File: config.mk
export PLATFORM = sky130hd
export DESIGN_NAME = retro_memory_arbiter_flat
export DESIGN_NICKNAME = d
export VERILOG_FILES = /design/src/rtl/retro_memory_arbiter_if.sv /design/src/rtl/retro_memory_arbiter.sv /design/src/flat_wrapper.sv
export SDC_FILE = /design/constraint.sdc
export NUM_CORES = 1
export LEC_CHECK = 0
export ABC_AREA = 0
export ABC_CLOCK_PERIOD_IN_PS = 1700
export CAP_MARGIN = 20
export CORE_UTILIZATION = 36
export DETAILED_ROUTE_END_ITERATION = 10
export GPL_ROUTABILITY_DRIVEN = 1
export HOLD_SLACK_MARGIN = 0.1
export PLACE_DENSITY = 0.87
export SLEW_MARGIN = 20
export SYNTH_ARGS = -nofsm -noshare
export SYNTH_HDL_FRONTEND = slang
export SYNTH_SLANG_ARGS = --single-unit
File: constraint.sdc
create_clock -name Clk -period 1.7 [get_ports Clk]
set_input_delay 0.17 -clock Clk [delete_from_list [all_inputs] [get_ports Clk]]
set_output_delay 0.17 -clock Clk [all_outputs]
set_load 0.05 [all_outputs]
File: src/rtl/retro_memory_arbiter_if.sv
// Requester and memory bus bundle for the retro memory arbiter.
// master is the arbiter side, slave is the requester/memory side.
interface retro_memory_arbiter_if #(
  parameter int ADDR_W = 24,
  parameter int DATA_W = 16
);
  logic [2:0]          ReqValid;
  logic [2:0]          ReqWrite;
  logic [3*ADDR_W-1:0] ReqAddr;
  logic [3*DATA_W-1:0] ReqWData;
  logic [2:0]          ReqAck;
  logic [DATA_W-1:0]   RData;
  logic                Delay;
  logic                MemValid;
  logic                MemWrite;
  logic [ADDR_W-1:0]   MemAddr;
  logic [DATA_W-1:0]   MemWData;
  logic                MemReady;
  logic                MemDone;
  logic [DATA_W-1:0]   MemRData;
  logic                Error;

  modport master (
    input  ReqValid, ReqWrite, ReqAddr, ReqWData,
    input  MemReady, MemDone, MemRData,
    output ReqAck, RData, Delay, Error,
    output MemValid, MemWrite, MemAddr, MemWData
  );

  modport slave (
    output ReqValid, ReqWrite, ReqAddr, ReqWData,
    output MemReady, MemDone, MemRData,
    input  ReqAck, RData, Delay, Error,
    input  MemValid, MemWrite, MemAddr, MemWData
  );
endinterface

File: src/rtl/retro_memory_arbiter.sv
// Three-way round-robin arbiter onto a single-outstanding memory port.
// A grant spends one cycle latching fields before ISSUE drives the bus.
module retro_memory_arbiter #(
  parameter int ADDR_W  = 24,
  parameter int DATA_W  = 16,
  parameter int TIMEOUT = 255
) (
  input logic Clk,
  input logic Reset,
  retro_memory_arbiter_if.master bus
);

  typedef enum logic [1:0] {
    IDLE,
    ISSUE,
    WAIT
  } state_t;

  state_t            state;
  logic              armed;
  logic [1:0]        last;
  logic [1:0]        grant;
  logic [1:0]        sel;
  logic [1:0]        c0, c1, c2;
  logic              hit;
  logic [7:0]        cnt;
  logic [2:0]        ack;
  logic [DATA_W-1:0] rdata;
  logic              mvalid;
  logic              mwrite;
  logic [ADDR_W-1:0] maddr;
  logic [DATA_W-1:0] mwdata;
  logic              error;
  logic              gwrite;
  logic [ADDR_W-1:0] gaddr;
  logic [DATA_W-1:0] gdata;
  logic              tmo;
  logic              fin;

  // Search order starts just after the last winner.
  always_comb begin
    c0 = 2'd0;
    c1 = 2'd1;
    c2 = 2'd2;
    unique case (last)
      2'd0: begin
        c0 = 2'd1;
        c1 = 2'd2;
        c2 = 2'd0;
      end
      2'd1: begin
        c0 = 2'd2;
        c1 = 2'd0;
        c2 = 2'd1;
      end
      default: ;
    endcase
    hit = |bus.ReqValid;
    if (bus.ReqValid[c0])
      sel = c0;
    else if (bus.ReqValid[c1])
      sel = c1;
    else
      sel = c2;
  end

  always_comb begin
    gwrite = bus.ReqWrite[sel];
    unique case (sel)
      2'd1: begin
        gaddr = bus.ReqAddr[ADDR_W +: ADDR_W];
        gdata = bus.ReqWData[DATA_W +: DATA_W];
      end
      2'd2: begin
        gaddr = bus.ReqAddr[2*ADDR_W +: ADDR_W];
        gdata = bus.ReqWData[2*DATA_W +: DATA_W];
      end
      default: begin
        gaddr = bus.ReqAddr[0 +: ADDR_W];
        gdata = bus.ReqWData[0 +: DATA_W];
      end
    endcase
  end

  assign tmo = (state == WAIT) && !bus.MemDone
            && (cnt == 8'(TIMEOUT - 1));

  assign fin = (state == ISSUE && bus.MemReady && bus.MemDone)
            || (state == WAIT && bus.MemDone)
            || tmo;

  always_ff @(posedge Clk) begin
    if (Reset) begin
      state  <= IDLE;
      armed  <= 1'b0;
      last   <= 2'd2;
      grant  <= 2'd0;
      cnt    <= '0;
      ack    <= '0;
      rdata  <= '0;
      mvalid <= 1'b0;
      mwrite <= 1'b0;
      maddr  <= '0;
      mwdata <= '0;
      error  <= 1'b0;
    end else begin
      ack <= '0;
      if (fin) begin
        ack    <= 3'b001 << grant;
        mvalid <= 1'b0;
        state  <= IDLE;
        if (tmo) begin
          rdata <= '0;
          error <= 1'b1;
        end else if (!mwrite) begin
          rdata <= bus.MemRData;
        end
      end else begin
        unique case (state)
          IDLE: begin
            if (armed) begin
              armed  <= 1'b0;
              mvalid <= 1'b1;
              cnt    <= '0;
              state  <= ISSUE;
            end else if (hit) begin
              armed  <= 1'b1;
              grant  <= sel;
              last   <= sel;
              mwrite <= gwrite;
              maddr  <= gaddr;
              mwdata <= gdata;
            end
          end
          ISSUE: begin
            if (bus.MemReady) begin
              mvalid <= 1'b0;
              state  <= WAIT;
            end
          end
          WAIT: cnt <= cnt + 8'd1;
          default: state <= IDLE;
        endcase
      end
    end
  end

  assign bus.ReqAck   = ack;
  assign bus.RData    = rdata;
  assign bus.Delay    = |(bus.ReqValid & ~ack);
  assign bus.MemValid = mvalid;
  assign bus.MemWrite = mwrite;
  assign bus.MemAddr  = maddr;
  assign bus.MemWData = mwdata;
  assign bus.Error    = error;

endmodule

File: src/flat_wrapper.sv
// flat-port wrapper written by rule: the top's interface ports become plain ports
module retro_memory_arbiter_flat 
#(
  parameter int ADDR_W  = 24,
  parameter int DATA_W  = 16,
  parameter int TIMEOUT = 255
)
  (Clk, Reset, bus_ReqValid, bus_ReqWrite, bus_ReqAddr, bus_ReqWData, bus_MemReady, bus_MemDone, bus_MemRData, bus_ReqAck, bus_RData, bus_Delay, bus_Error, bus_MemValid, bus_MemWrite, bus_MemAddr, bus_MemWData);
  retro_memory_arbiter_if #(.ADDR_W(ADDR_W), .DATA_W(DATA_W)) bus_i ();
  input logic Clk;
  input logic Reset;
  input wire logic [$bits(bus_i.ReqValid)-1:0] bus_ReqValid;
  input wire logic [$bits(bus_i.ReqWrite)-1:0] bus_ReqWrite;
  input wire logic [$bits(bus_i.ReqAddr)-1:0] bus_ReqAddr;
  input wire logic [$bits(bus_i.ReqWData)-1:0] bus_ReqWData;
  input wire logic [$bits(bus_i.MemReady)-1:0] bus_MemReady;
  input wire logic [$bits(bus_i.MemDone)-1:0] bus_MemDone;
  input wire logic [$bits(bus_i.MemRData)-1:0] bus_MemRData;
  output wire logic [$bits(bus_i.ReqAck)-1:0] bus_ReqAck;
  output wire logic [$bits(bus_i.RData)-1:0] bus_RData;
  output wire logic [$bits(bus_i.Delay)-1:0] bus_Delay;
  output wire logic [$bits(bus_i.Error)-1:0] bus_Error;
  output wire logic [$bits(bus_i.MemValid)-1:0] bus_MemValid;
  output wire logic [$bits(bus_i.MemWrite)-1:0] bus_MemWrite;
  output wire logic [$bits(bus_i.MemAddr)-1:0] bus_MemAddr;
  output wire logic [$bits(bus_i.MemWData)-1:0] bus_MemWData;
  assign bus_i.ReqValid = bus_ReqValid;
  assign bus_i.ReqWrite = bus_ReqWrite;
  assign bus_i.ReqAddr = bus_ReqAddr;
  assign bus_i.ReqWData = bus_ReqWData;
  assign bus_i.MemReady = bus_MemReady;
  assign bus_i.MemDone = bus_MemDone;
  assign bus_i.MemRData = bus_MemRData;
  assign bus_ReqAck = bus_i.ReqAck;
  assign bus_RData = bus_i.RData;
  assign bus_Delay = bus_i.Delay;
  assign bus_Error = bus_i.Error;
  assign bus_MemValid = bus_i.MemValid;
  assign bus_MemWrite = bus_i.MemWrite;
  assign bus_MemAddr = bus_i.MemAddr;
  assign bus_MemWData = bus_i.MemWData;
  retro_memory_arbiter #(.ADDR_W(ADDR_W), .DATA_W(DATA_W), .TIMEOUT(TIMEOUT)) u_core (.Clk(Clk), .Reset(Reset), .bus(bus_i));
endmodule
==> impl_metrics.json, run 1 <==
{
  "outcome": "finished, violations left",
  "violations": "setup timing",
  "routedWlPerCell_um": 17.8,
  "path_max_fanout": 8,
  "final_cell_mix": "156 x clkdlybuf4s50_1, 71 x dfxtp_1, 57 x nor2_1",
  "drv_slew": 0,
  "layout.cells.non_filler": 785,
  "pwr_density_cell_nw_per_um2": 1260,
  "synth_area_um2": 3940,
  "dieHeight_um": 107,
  "fillers": 778,
  "cts_tree": "built",
  "io_pins": 209,
  "drt-pass1-iter-count": 4,
  "worstSetupEndpointType": "flip-flop",
  "place_inst": 757,
  "layout_commonest_cell": "clkdlybuf4s50_1",
  "slew_headroom_pct": 64.5,
  "fin_crit_ps": 1740,
  "cp_data_arrival_time_ps": 1990,
  "fin_setup_tns_ps": -101,
  "yosysSeqAreaShare_pct": 38.6,
  "synth_seq_cells": 76,
  "antenna_found_initial": 2,
  "initialDrtViolationCount": 193,
  "drtAntennaViolNets": 0,
  "pre_cts_ws_ps": -328,
  "gp_congestion": 0.854,
  "fin_ws_ps": -35.3,
  "syn-num-nets": 562,
  "syn_inst": 414,
  "clock.fmax_mhz": 576,
  "die_area_um2": 11400,
  "tightest_slew_ps": 531,
  "core-area_um2": 10500,
  "start_util_pct": 37.6,
  "final_nets": 790,
  "gr-usage-all-layers_pct": 21.8,
  "required_ps": 1950,
  "cap_violations": 0,
  "drive_gt1_share_pct": 34.9,
  "rsz0062_at_grt": "yes",
  "synthArstFlopShare_pct": 0,
  "avgViaCountPerCell": 5.33,
  "clk_pin_slew_worst_paths_ps": 80,
  "overflow": 0,
  "cts-root-buf": "clkbuf_8",
  "cts_buffers": 9,
  "period_share_pct": 102,
  "vias": 4185,
  "numPortBuffers": 208,
  "rows": 37,
  "worst_hold_path_type": "input port to flip-flop",
  "wl_mm": 14.0,
  "grt_max_degree": 51,
  "synth_cell_type_count": 50,
  "drc": 0,
  "leakagePower_nw": 3.09,
  "worst_ir_drop_vdd_v": 0.000683,
  "clock_latency_ps": 340,
  "synth.avg_cell_area_um2": 9.51,
  "htreeDepth": 3,
  "cts_sinks": 76,
  "dp_hpwl_mm": 9.50,
  "grt_pass1_wl_mm": 19.6,
  "critPathLaunchType": "flip-flop",
  "setup_viol": 8,
  "critPathKind": "flip-flop to flip-flop",
  "fp.dieW_um": 107,
  "synth_edf_count": 0,
  "hold_viol": 0,
  "yosys_warnings": 0,
  "synthFlopType": "dfxtp_1",
  "cts_max_path_buffers": 2,
  "finalPower_mw": 9.15,
  "grt_pass1_vias": 4240,
  "area_delta_synth_final_pct": 84.0,
  "fin_worst_skew_ps": 9.26
}
==> area by class of cell <==
type	instances	area, um^2	share of cell area (%)
multi-input cells	297	2570	35.4
well taps	136	170	2.35
inverters	7	26.3	0.363
diodes	2	5.00	0.0691
clock inverters	6	113	1.55
repair buffers	251	2700	37.3
clock buffers	10	128	1.76
flip-flops and latches	76	1540	21.2
==> logic make-up after synthesis <==
kind of cell | Yosys count | synth area share [%]
AND/OR/NAND/NOR | 167 | 25.5
AO/OA/AOI/OAI | 122 | 27.5
flip-flops | 76 | 38.6
buffers and inverters | 43 | 6.83
XOR/XNOR | 4 | 0.889
adder cells (fa/ha/maj) | 2 | 0.635
==> power by group <==
group	switching, mW	leakage [nW]	internal, mW	total, mW
Clock	0.680	0.120	0.979	1.66
Sequential	0.223	0.627	2.13	2.35
Combinational	2.96	2.34	2.18	5.14
==> metal layers <==
metal | up-vias | share of wire, % | GRT usage (%)
li1 | 1984 | - | -
met3 | 28 | 6.3 | 4.80
met5 | - | 0 | 0
met2 | 167 | 54 | 41.2
met4 | 0 | 2.6 | 8.61
met1 | 2006 | 37 | 23.2
==> synth_stat cells (all sizes together) (2+ instances only) <==
master    n  share of area [%]
nor2     58                5.7
buf      20                4.6
nand2    23                2.2
nand2b    4               0.64
a221o    40                 11
or3b      2               0.44
dfxtp    76                 39
o21ai     4               0.89
o31ai     2               0.86
nand3b    2               0.38
nand4     3               0.48
ha        2               0.64
nor2b     2               0.32
nor4b     2               0.44
a2111oi   2               0.76
inv       7               0.67
xor2      4               0.89
clkbuf   16                1.5
nor3     43                 10
a21oi    65                 12
or3       3               0.48
nand3    19                2.7
==> registers in the layout, summed over array words and instances (netlist names) <==
signal / count
u_core.armed: 1
u_core.bus.Error: 1
u_core.bus.MemAddr: 24
u_core.bus.MemValid: 1
u_core.bus.MemWData: 16
u_core.bus.MemWrite: 1
u_core.bus.RData: 16
u_core.bus.ReqAck: 3
u_core.cnt: 8
u_core.grant: 2
u_core.last: 1
u_core.state: 2
==> worst paths after layout <==
check / startpoint / to / slack [ps] / cells after the start
max: u_core.grant[0] / u_core.bus.MemWData[5] / -40 / 6
min: Reset / u_core.cnt[3] / 350 / 3
max reg2reg: u_core.grant[0] / u_core.bus.MemWData[5] / -40 / 6
min reg2reg: u_core.bus.Error / u_core.bus.Error / 450 / 2
==> through the flow <==
step / instance area [um^2] / util, % / hold slack [ps]
floorplan: 3940 / - / 267
global placement: 6320 / 60.4 / 435
detailed placement: 6320 / 60.4 / 440
CTS: 6570 / 62.8 / 324
global route: 7250 / 69.3 / 366
finish: 7250 / 69.3 / 349
==> worst max-delay path, stage by stage, from the launching register on <==
cell	delay [ps]
dfxtp_4	360
or4b_4	210
nand3_4	170
nor2_4	390
clkbuf_16	270
a21oi_2	60
nor3_1	180
==> timing repair <==
item | in CTS | in global routing
hold buffers | 0 | 0
setup buffers | 0 | 2
endpoints found under the setup margin | 26 | 94
resized for setup | 5 | 104
gates cloned | 0 | 8
pin swaps | 0 | 76
(Power assumes the default switching activity.)
==> run 2, diff against run 1 <==
Settings changed: CTS_CLUSTER_SIZE set to 28.
==> results of run 2 <==
Same layout as run 1: the final DEF is identical, and so are final timing and power.
==> run 3, diff against run 2 <==
Settings changed: CAP_MARGIN 20 to 25.
==> results of run 3 <==
Same layout as run 1: the final DEF is identical, and so are final timing and power.
